[src/rtl/mux_skid_n.sv]
// mux_skid_n: selects one of NUM_IN packed sources per upstream beat and
// buffers the result in a two-entry skid buffer (MAIN + SKID) with a
// valid/ready handshake on both sides.
//
// Ports:
//   clk        rising-edge clock for all state
//   reset      synchronous active-high reset (highest priority)
//   flush      synchronous flush: drops all buffered beats and the beat offered this cycle
//   in_valid   upstream beat present
//   in_ready   block can accept a beat (decoded from state only)
//   sel        source index of the upstream beat
//   data_in    packed sources, source k at [k*WIDTH +: WIDTH]
//   out_valid  data_out holds a valid beat
//   out_ready  downstream accepts the beat
//   data_out   registered selected beat, zero when out_valid is low
//   sel_err    sticky: an out-of-range select was accepted (cleared by reset only)
module mux_skid_n #(
  parameter int WIDTH  = 5,
  parameter int NUM_IN = 4,
  parameter int SEL_W  = 2
) (
  input  logic                      clk,
  input  logic                      reset,
  input  logic                      flush,
  input  logic                      in_valid,
  output logic                      in_ready,
  input  logic [SEL_W-1:0]          sel,
  input  logic [NUM_IN*WIDTH-1:0]   data_in,
  output logic                      out_valid,
  input  logic                      out_ready,
  output logic [WIDTH-1:0]          data_out,
  output logic                      sel_err
);

  typedef enum logic [1:0] {
    ST_EMPTY = 2'd0,
    ST_ONE   = 2'd1,
    ST_FULL  = 2'd2
  } state_t;

  state_t            state_r;
  logic [WIDTH-1:0]  main_r;
  logic [WIDTH-1:0]  skid_r;
  logic              sel_err_r;

  logic [WIDTH-1:0]  pick_val_s;
  logic              pick_ok_s;
  logic              in_ready_s;
  logic              out_valid_s;
  logic              accept_s;
  logic              take_s;

  // Handshake flags are pure decodes of the state register, so in_ready
  // never depends combinationally on out_ready.
  assign in_ready_s  = (state_r != ST_FULL);
  assign out_valid_s = (state_r != ST_EMPTY);
  assign accept_s    = in_valid && in_ready_s;
  assign take_s      = out_valid_s && out_ready;

  // Source multiplexer: a select with no matching source yields zero and
  // reports itself as out of range.
  always_comb begin
    pick_val_s = '0;
    pick_ok_s  = 1'b0;
    for (int k = 0; k < NUM_IN; k++) begin
      if (sel == SEL_W'(k)) begin
        pick_ok_s  = 1'b1;
        pick_val_s = data_in[k*WIDTH +: WIDTH];
      end else begin
        pick_ok_s  = pick_ok_s;
      end
    end
  end

  // Buffer state machine. MAIN is kept at zero whenever the buffer is empty
  // so data_out can be driven straight from it.
  always_ff @(posedge clk) begin
    if (reset) begin
      state_r   <= ST_EMPTY;
      main_r    <= '0;
      skid_r    <= '0;
      sel_err_r <= 1'b0;
    end else if (flush) begin
      // Offered beat is dropped; sel_err keeps its value.
      state_r <= ST_EMPTY;
      main_r  <= '0;
      skid_r  <= '0;
    end else begin
      if (accept_s && !pick_ok_s) begin
        sel_err_r <= 1'b1;
      end
      case (state_r)
        ST_EMPTY: begin
          if (accept_s) begin
            state_r <= ST_ONE;
            main_r  <= pick_val_s;
          end
        end
        ST_ONE: begin
          if (accept_s && take_s) begin
            main_r <= pick_val_s;
          end else if (accept_s) begin
            state_r <= ST_FULL;
            skid_r  <= pick_val_s;
          end else if (take_s) begin
            state_r <= ST_EMPTY;
            main_r  <= '0;
          end
        end
        ST_FULL: begin
          if (take_s) begin
            state_r <= ST_ONE;
            main_r  <= skid_r;
            skid_r  <= '0;
          end
        end
        default: begin
          state_r <= ST_EMPTY;
          main_r  <= '0;
          skid_r  <= '0;
        end
      endcase
    end
  end

  assign in_ready  = in_ready_s;
  assign out_valid = out_valid_s;
  assign data_out  = main_r;
  assign sel_err   = sel_err_r;

endmodule

[config.mk]
export PLATFORM = sky130hd
export DESIGN_NAME = mux_skid_n
export DESIGN_NICKNAME = d
export VERILOG_FILES = /design/src/rtl/mux_skid_n.sv
export SDC_FILE = /design/constraint.sdc
export NUM_CORES = 1
export LEC_CHECK = 0
export ABC_AREA = 1
export CORE_MARGIN = 1.5
export CORE_UTILIZATION = 37
export DETAILED_ROUTE_END_ITERATION = 8
export MAX_ROUTING_LAYER = met4
export PLACE_DENSITY = 0.78
export SLEW_MARGIN = 20
export SYNTH_ARGS = -nofsm -noshare
export SYNTH_HDL_FRONTEND = slang
export SYNTH_SLANG_ARGS = --single-unit
[constraint.sdc]
create_clock -name clk -period 1 [get_ports clk]
set_input_delay 0.15 -clock clk [delete_from_list [all_inputs] [get_ports clk]]
set_output_delay 0.15 -clock clk [all_outputs]
set_load 0.01 [all_outputs]
## Yosys cells after proc, flatten, opt, wreduce, memory -nomap -nowiden

Cells that the tools add are included.

- Output and inout port bits: 8
- Input port bits: 27
- Memories: 0
- ROM bits: 0
- Register bits after elaboration: 13
- Logic and storage cells: 54
- Latch bits: 0
- Bits in writable memories: 0

- Eq/ne operators: 13
- Muxes and demuxes: 22
- Order comparisons: 0
- Bitwise logic cells: 2
- $mul: 0
- Shifts and indexed selects: 0
- Reductions and logical operators: 13
- Div/mod/pow operators: 0
- $add $sub $neg: 0

Operator list:

| kind | number |
|---|---|
| $mux 5 | 10 |
| $pmux 5 s3 | 2 |
| $reduce_and 4->1 | 3 |
| $mux 2 | 5 |
| $ne 2x2->1 const B | 5 |
| $ne 3x3->1 const B | 3 |
| $eq 2x2->1 const B | 3 |
| $pmux 2 s3 | 1 |
| $eq 2x1->1 const B | 2 |
| $logic_and 1x1->1 | 4 |
| $logic_not 2->1 | 2 |
| $mux 1 | 4 |
| $not 1->1 | 2 |
| $reduce_and 2->1 | 1 |
| $reduce_bool 2->1 | 1 |
| $reduce_or 2->1 | 1 |
| $logic_not 1->1 | 1 |

## Logic depth before layout (Yosys ltp)

- Depth in word-level cells: 8
- Depth in mapped cells: 9
- Gate-level depth less buffers: 9

## Least setup slack after synthesis

Ideal clock, no wire load.

- Kind: reg-to-reg
- From: register state_r[0]
- To: register main_r[0], in the netlist data_out[0]
- Setup slack: -0.106 ns
- Cell stages (with the launch flop): 8
- Data arrival time: 0.969 ns
- Data required time: 0.864 ns
- Buffers on the path: 0
- Cell sequence: dfxtp_1 > nor2_1 > inv_2 > nand2_1 > nand2_2 > inv_1 > nand2_1 > a21oi_2

- Word-level cells in the longest chain between the ends: 5
- Elaborated cells between the ends (all ways): 15

Ends and longest elaborated chain:

| what | RTL line | source |
|---|---|---|
| from (decl) | 41 | `state_t state_r;` |
| from (signal assigned) | 79 | `state_r <= ST_EMPTY;` |
| from (signal assigned) | 85 | `state_r <= ST_EMPTY;` |
| from (signal assigned) | 95 | `state_r <= ST_ONE;` |
| $reduce_bool 2->1 * | 56 | `assign out_valid_s = (state_r != ST_EMPTY);` |
| via out_valid | 29 | `output logic out_valid,` |
| $logic_and 1x1->1 * | 58 | `assign take_s = out_valid_s && out_ready;` |
| $logic_and 1x1->1 | 100 | `if (accept_s && take_s) begin` |
| $ne 3x3->1 (no source line) or $mux 5 (tied branches) | - |  |
| $reduce_and 4->1 (no source line) or $pmux 5 s3 (tied branches) | - |  |
| to (signal assigned) | 96 | `main_r <= pick_val_s;` |
| to (signal assigned) | 101 | `main_r <= pick_val_s;` |
| to (signal assigned) | 113 | `main_r <= skid_r;` |
| to (decl) | 42 | `logic [WIDTH-1:0] main_r;` |

The timed path passes the listed nets; every way through them passes the cells marked *.
A chain may end at the register's enable or synchronous reset.

## Worst setup path after layout

- From: register state_r[1]
- To: register skid_r[2]

- Word-level cells in the longest chain between the ends: 5
- Elaborated cells between the ends (all ways): 14

Ends and longest elaborated chain:

| what | RTL line | source |
|---|---|---|
| $ne 2x2->1 or $reduce_bool 2->1 (tied branches) | 55, 56 |  |
| $logic_and 1x1->1 (on tied branches) | 57, 58 |  |
| $logic_and 1x1->1 | 100 |  |
| $ne 2x2->1 (no source line) | - |  |
| $reduce_and 4->1 (no source line) | - |  |
| to (signal assigned) | 104 | `skid_r <= pick_val_s;` |
| to (decl) | 43 | `logic [WIDTH-1:0] skid_r;` |

Several ways; a longest one is shown, not always the timed one.

==> summary.md <==
| Metric | Value |
|---|---|
| Antenna Nets Post-Route | 0 |
| Area contributors post-synth | dfxtp_1 31%, nand2_1 26%, a21oi_2 6.4% |
| Die X-Extent | 50.3 um |
| Clk sinks | 13 |
| CP Launch Point | state_r[1] |
| Clock root buffer | clkbuf_4 |
| Synth Net Count | 157 |
| Post-synth EDFFs | 0 |
| Number of antenna diodes | 0 |
| Synth cell types | 20 |
| First DRT Iteration DRCs | 15 |
| Status | finished, violations left |
| Hold Path Class | reg2reg |
| Die area | 0.00253 mm2 |
| Ys flop type | dfxtp_1 |
| CTS Buf Count | 3 |
| Dpl hpwl | 1.77 mm |
| Mapped cell area | 827 um2 |
| Post-synthesis async set-or-reset flop share | 0 |
| Reg2reg end | skid_r[2] |
| Cell count after synthesis | 130 |
| Setup TNS | -2.62 ns |
| H-Tree Depth | 1 |
| Fin area | 0.00137 mm2 |
| Initial antenna violation count | 0 |
| CP arrival | 1.44 ns |
| Yosys reg bits | 13 |
| Kind of critical path | reg2reg |
| Share of cells above drive strength 1 | 0.376 |
| First-pass GRT wire length | 3.99 mm |
| Starting Density | 0.405 |
| DRC viols | 0 |
| Largest net degree at the start of global routing | 10 |
| WL/cell | 11.6 um |
| Dominant cell type by area after synthesis | dfxtp_1 |
| Unrepaired setup endpoints after global routing | yes |
| Total power density per cell area | 900 mW/mm2 |
| Final core utilization | 0.673 |
| Final Hold Viols | 0 |
| Overall Global Routing Usage | 0.208 |
| Final Worst Setup Slack | -0.226 ns |
| CTS tree | yes |
| Gp weighted congestion | 0.789 |
| Worst reg2reg path depth | 6 |
| Pre-antenna DRT Iters | 4 |
| Sequential area share after synthesis | 0.315 |
| Failing checks | setup timing |
| Max cap viols | 0 |
| FP Rows | 16 |
| Max Freq | 0.815 GHz |
| Core area | 0.00204 mm2 |
| Minimum clock period | 1.23 ns |
| P&R area growth vs syn | 66.1% |
| Area after DPL | 0.00128 mm2 |
| Clock buffer depth | 2 |
| Worst-path fanout max | 6 |
| Fin nets | 209 |
| Type of origin of the critical path | flop |
| Critical Path RT | 1.21 ns |
| Synth cell count leaders | 58 x nand2_1, 13 x dfxtp_1, 10 x inv_1 |
| DR vias/cell | 4.90 |
| Actual slew at the worst max-slew pin | 0.282 ns |
| Crit share post-route | 1.23 |
| Vias | 1019 |
| Die height | 50.3 um |
| Vias in the first global route | 954 |
| I/O Buffers | 34 |
| Max VDD drop | 1.00 mV |
| Syn_area_per_cell | 6.36 um2 |
| Clk_lat worst skew | 0.27 ns |
| Reg clk slew, reported paths | 0.08 ns |
| Wirelength, routed | 2.42 mm |
| Finish-stage setup viols | 14 |
| RR Startpoint | state_r[1] |
| Share of the synthesized area in the top cell type | 0.315 |
| Flop-to-flop setup slack | -0.23 ns |
| Num ports | 35 |
| GRT Residual Overflow | 0 |
| Max-slew headroom | 0.812 |
| Final Max Slew Viols | 0 |
| Count leader, synth | nand2_1 |
| Clock skew | 0.00507 ns |
| Worst setup EP type | flop |
| Worst setup endpoint | skid_r[2] |
| Post-CTS Hold Buffers | 0 |
| Lkg Pwr | 0.583 nW |
| Syn. warnings | 0 |
-- power by group --
group          leakage, nW  internal, W  switching (W)  total [W]
clock network       0.0150     0.000155       0.000168   0.000322
logic                0.460     0.000194       0.000185   0.000380
registers            0.108     0.000526     0.00000892   0.000534
total                0.583     0.000875       0.000362    0.00124
-- kinds of logic (layout without fill, tap and decap cells) --
logic type / after synthesis / in the layout / synth area share
buf+inv: 15 / 66 / 0.0681
flops: 13 / 13 / 0.315
compound gates: 19 / 19 / 0.147
simple gates: 83 / 83 / 0.471
-- final cells by class --
| cell class | instances | area, um2 |
|---|---|---|
| fill | 194 | 668 |
| multi-input combinational | 102 | 573 |
| sequential | 13 | 272 |
| inverter | 14 | 55.1 |
| timing repair buffer | 48 | 414 |
| clock buffer | 4 | 26.3 |
| tap | 27 | 33.8 |
-- critical path: stages (launching register included) --
cell	delay, ns
dfxtp_4	0.35
buf_6	0.12
nor2_4	0.15
inv_2	0.06
nor3_4	0.23
nand2_1	0.11
a21oi_2	0.14
-- timing repair --
action	in CTS	in global routing
gates resized for setup	41	16
setup endpoints to repair	20	19
pin swaps	4	11
buffers inserted	2	2
-- stage by stage --
step                total power, W  setup WS, ns  hold slack, ns  cells
detailed placement        0.000885        -0.513           0.416    200
CTS                        0.00123        -0.221           0.424    206
global placement          0.000876        -0.487           0.411    200
floorplan                 0.000697      -0.00915           0.222    130
finish                     0.00124        -0.226           0.427    208
global route               0.00131        -0.321           0.437    208
-- registers in the layout, summed over array words and instances, names as in the netlist --
signal,cells
data_out,5
sel_err,1
skid_r,5
state_r,2
-- placed cells by master (no fill, tap or decap), drive strengths merged, types with 2 or more instances in the layout --
cell | synthesis | routed
nand2 | 60 | 60
clkdlybuf4s50 | 0 | 25
buf | 0 | 20
inv | 14 | 14
dfxtp | 13 | 13
a21oi | 12 | 12
nor2 | 10 | 10
nand3 | 8 | 8
o21ai | 6 | 6
clkbuf | 1 | 6
nand3b | 2 | 2
or2 | 2 | 2
-- worst min-delay path by stage --
| stage | start | endpoint | slack (ns) | depth (start not counted) |
|---|---|---|---|---|
| after global routing | reset | sel_err | 0.44 | 2 |
| after global placement | sel_err | sel_err | 0.41 | 2 |
| final | sel_err | sel_err | 0.43 | 2 |
| after CTS | reset | sel_err | 0.42 | 2 |
| after floorplan | reset | sel_err | 0.22 | 1 |
| after detailed placement | sel_err | sel_err | 0.42 | 2 |
-- layer usage --
layer	wire, um	global-route usage	up-vias
li1	-	-	515
met5	0	-	-
met4	9	0.0324	0
met2	1320	0.393	24
met1	985	0.215	478
met3	111	0.0595	2
Power figures use the tool's default switching activity.
==> patch: new RTL, same flow settings <==
Set the parameter `WIDTH` to 7 (it was 5).
--- a/src/rtl/mux_skid_n.sv
+++ b/src/rtl/mux_skid_n.sv
@@ -17,3 +17,3 @@
 module mux_skid_n #(
-  parameter int WIDTH  = 5,
+  parameter int WIDTH  = 7,
   parameter int NUM_IN = 4,
Ports: changed (resized data_in and data_out); port bits go from 35 to 45. The function was not compared with the original's and may differ.
==> patch against the unedited design <==
The flow still finishes with violations (setup timing). Synthesized cell count rose by 26%. Critical path depth rose by 1. Worst setup slack improved by 0.0043 ns. Via count rose by 25%. Routed wire length rose by 32%. Sequential cell count rose by 4. Design area rose by 25%. Power rose by 25%. Synthesized area rose by 22%. Largest power group unchanged.
==> patch: results (changes against the unedited design) <==
stage	metric	value	unit	change
global_routing	use_met1	0.212		-0.00379
place	placement.io_buffers	44		+29%
clocking	clock_latency	0.29	ns	+0.02 ns
place	gp_congestion	0.847		+7.4%
pwr	leakage	0.758	nW	+30%
global_routing	met3_usage	0.0539		-0.00566
global_routing	grt_pass1_wl	5080	um	+27%
routing	wl_met3	104	um	-6.3%
status	status	complete, but fails checks		
layout	drive_gt1_frac	0.358		-0.0176
timing	finalWorstSetupSlack	-0.222	ns	+0.00430 ns
pwr	intPower	0.00110	W	+25%
global_routing	grt_use_total	0.208		about the same
timing	setup_viol	18		+4
place	hpwl	2400	um	+36%
timing	clock_skew	0.00342	ns	-0.00165 ns
yosys	synth.area.top_cells	dfxtp_1 (34%), nand2_1 (28%), a21oi_1 (7.4%), nand3_1 (5.0%), inv_1 (4.5%)		
hold_path	min_from	reset		
yosys	synth_common_cells	nand2_1 (74), dfxtp_1 (17), a21oi_1 (15), inv_1 (12), nand3_1 (10)		
place	pre_cts_ws	-0.599	ns	-0.0863 ns
routing	drtIter0Drc	25		+10
critical_path	reg2reg_depth	7		+1
critical_path	reg2reg_to	skid_r[0]		
clocking	post_cts_resized	49		+20%
status	violations	setup timing		
critical_path	slowest_stage	dfxtp_2		
timing	worst_slew_pin_slew	0.313	ns	+0.0309 ns
hold_path	worst_hold_path_type	input port to flip-flop		
routing	drt-met1-wl	1260	um	+28%
routing	avgViaCountPerCell	4.93		+0.64%
yosys	synth_fp_nets	199		+27%
critical_path	critPathMaxFanout	7		+1
place	placed_area	1590	sq um	+24%
routing	wl_met2	1790	um	+36%
timing	fin_setup_tns	-3.31	ns	-0.682 ns
yosys	ys_seq_area_frac	0.337		+0.0224
critical_path	arrival	1.46	ns	+0.02 ns
layout	nets	265		+27%
routing	totalWireLength	3190	um	+32%
layout	fillCellCount	232		+20%
pwr	peakVddDrop	1080	uV	+7.5%
## patch: final cells by class
type | instances | area (sq um) | area share
tap | 30 | 37.5 | 0.0218
sequential | 17 | 355 | 0.207
clock buffer | 4 | 26.3 | 0.0153
multi-input combinational | 128 | 686 | 0.399
inverter | 15 | 63.8 | 0.0371
timing repair buffer | 65 | 552 | 0.321
## patch: cells by family (layout without fill, tap and decap cells)
logic type      after synthesis  count (layout)  synth area share
buf+inv                      19              84            0.0768
simple gates                103             103             0.445
flops                        17              17             0.337
compound gates               25              25             0.141
## patch: worst max path at each step
stage	from	endpoint	slack [ns]	cells past startpoint
6_report	state_r[1]	skid_r[0]	-0.22	7
3_3_place_gp	sel[0]	data_out[0]	-0.57	9
4_1_cts	state_r[0]	data_out[0]	-0.20	8
5_1_grt	state_r[1]	skid_r[5]	-0.29	6
2_1_floorplan	state_r[1]	data_out[2]	-0.09	8
3_5_place_dp	sel[0]	data_out[0]	-0.60	9
## patch: metrics by stage
| step | hold WS, ns | cells |
|---|---|---|
| after global placement | 0.412 | 248 |
| after detailed placement | 0.416 | 248 |
| after global routing | 0.414 | 259 |
| after floorplan | 0.222 | 164 |
| final | 0.403 | 259 |
| after CTS | 0.402 | 253 |
## patch: critical path: cells and delay by family (launching register included)
family	cells	cell delay, ns
AO/OA/AOI/OAI	1	0.14
buffers and inverters	2	0.20
flip-flops	1	0.34
AND/OR/NAND/NOR	4	0.48
## patch: power groups by stage
stage	clock network [W]	registers (W)	logic, W
CTS	0.000381	0.000704	0.000426
global placement	0	0.000717	0.000416
detailed placement	0	0.000718	0.000426
floorplan	0	0.000721	0.000186
finish	0.000371	0.000705	0.000469
global route	0.000416	0.000707	0.000518
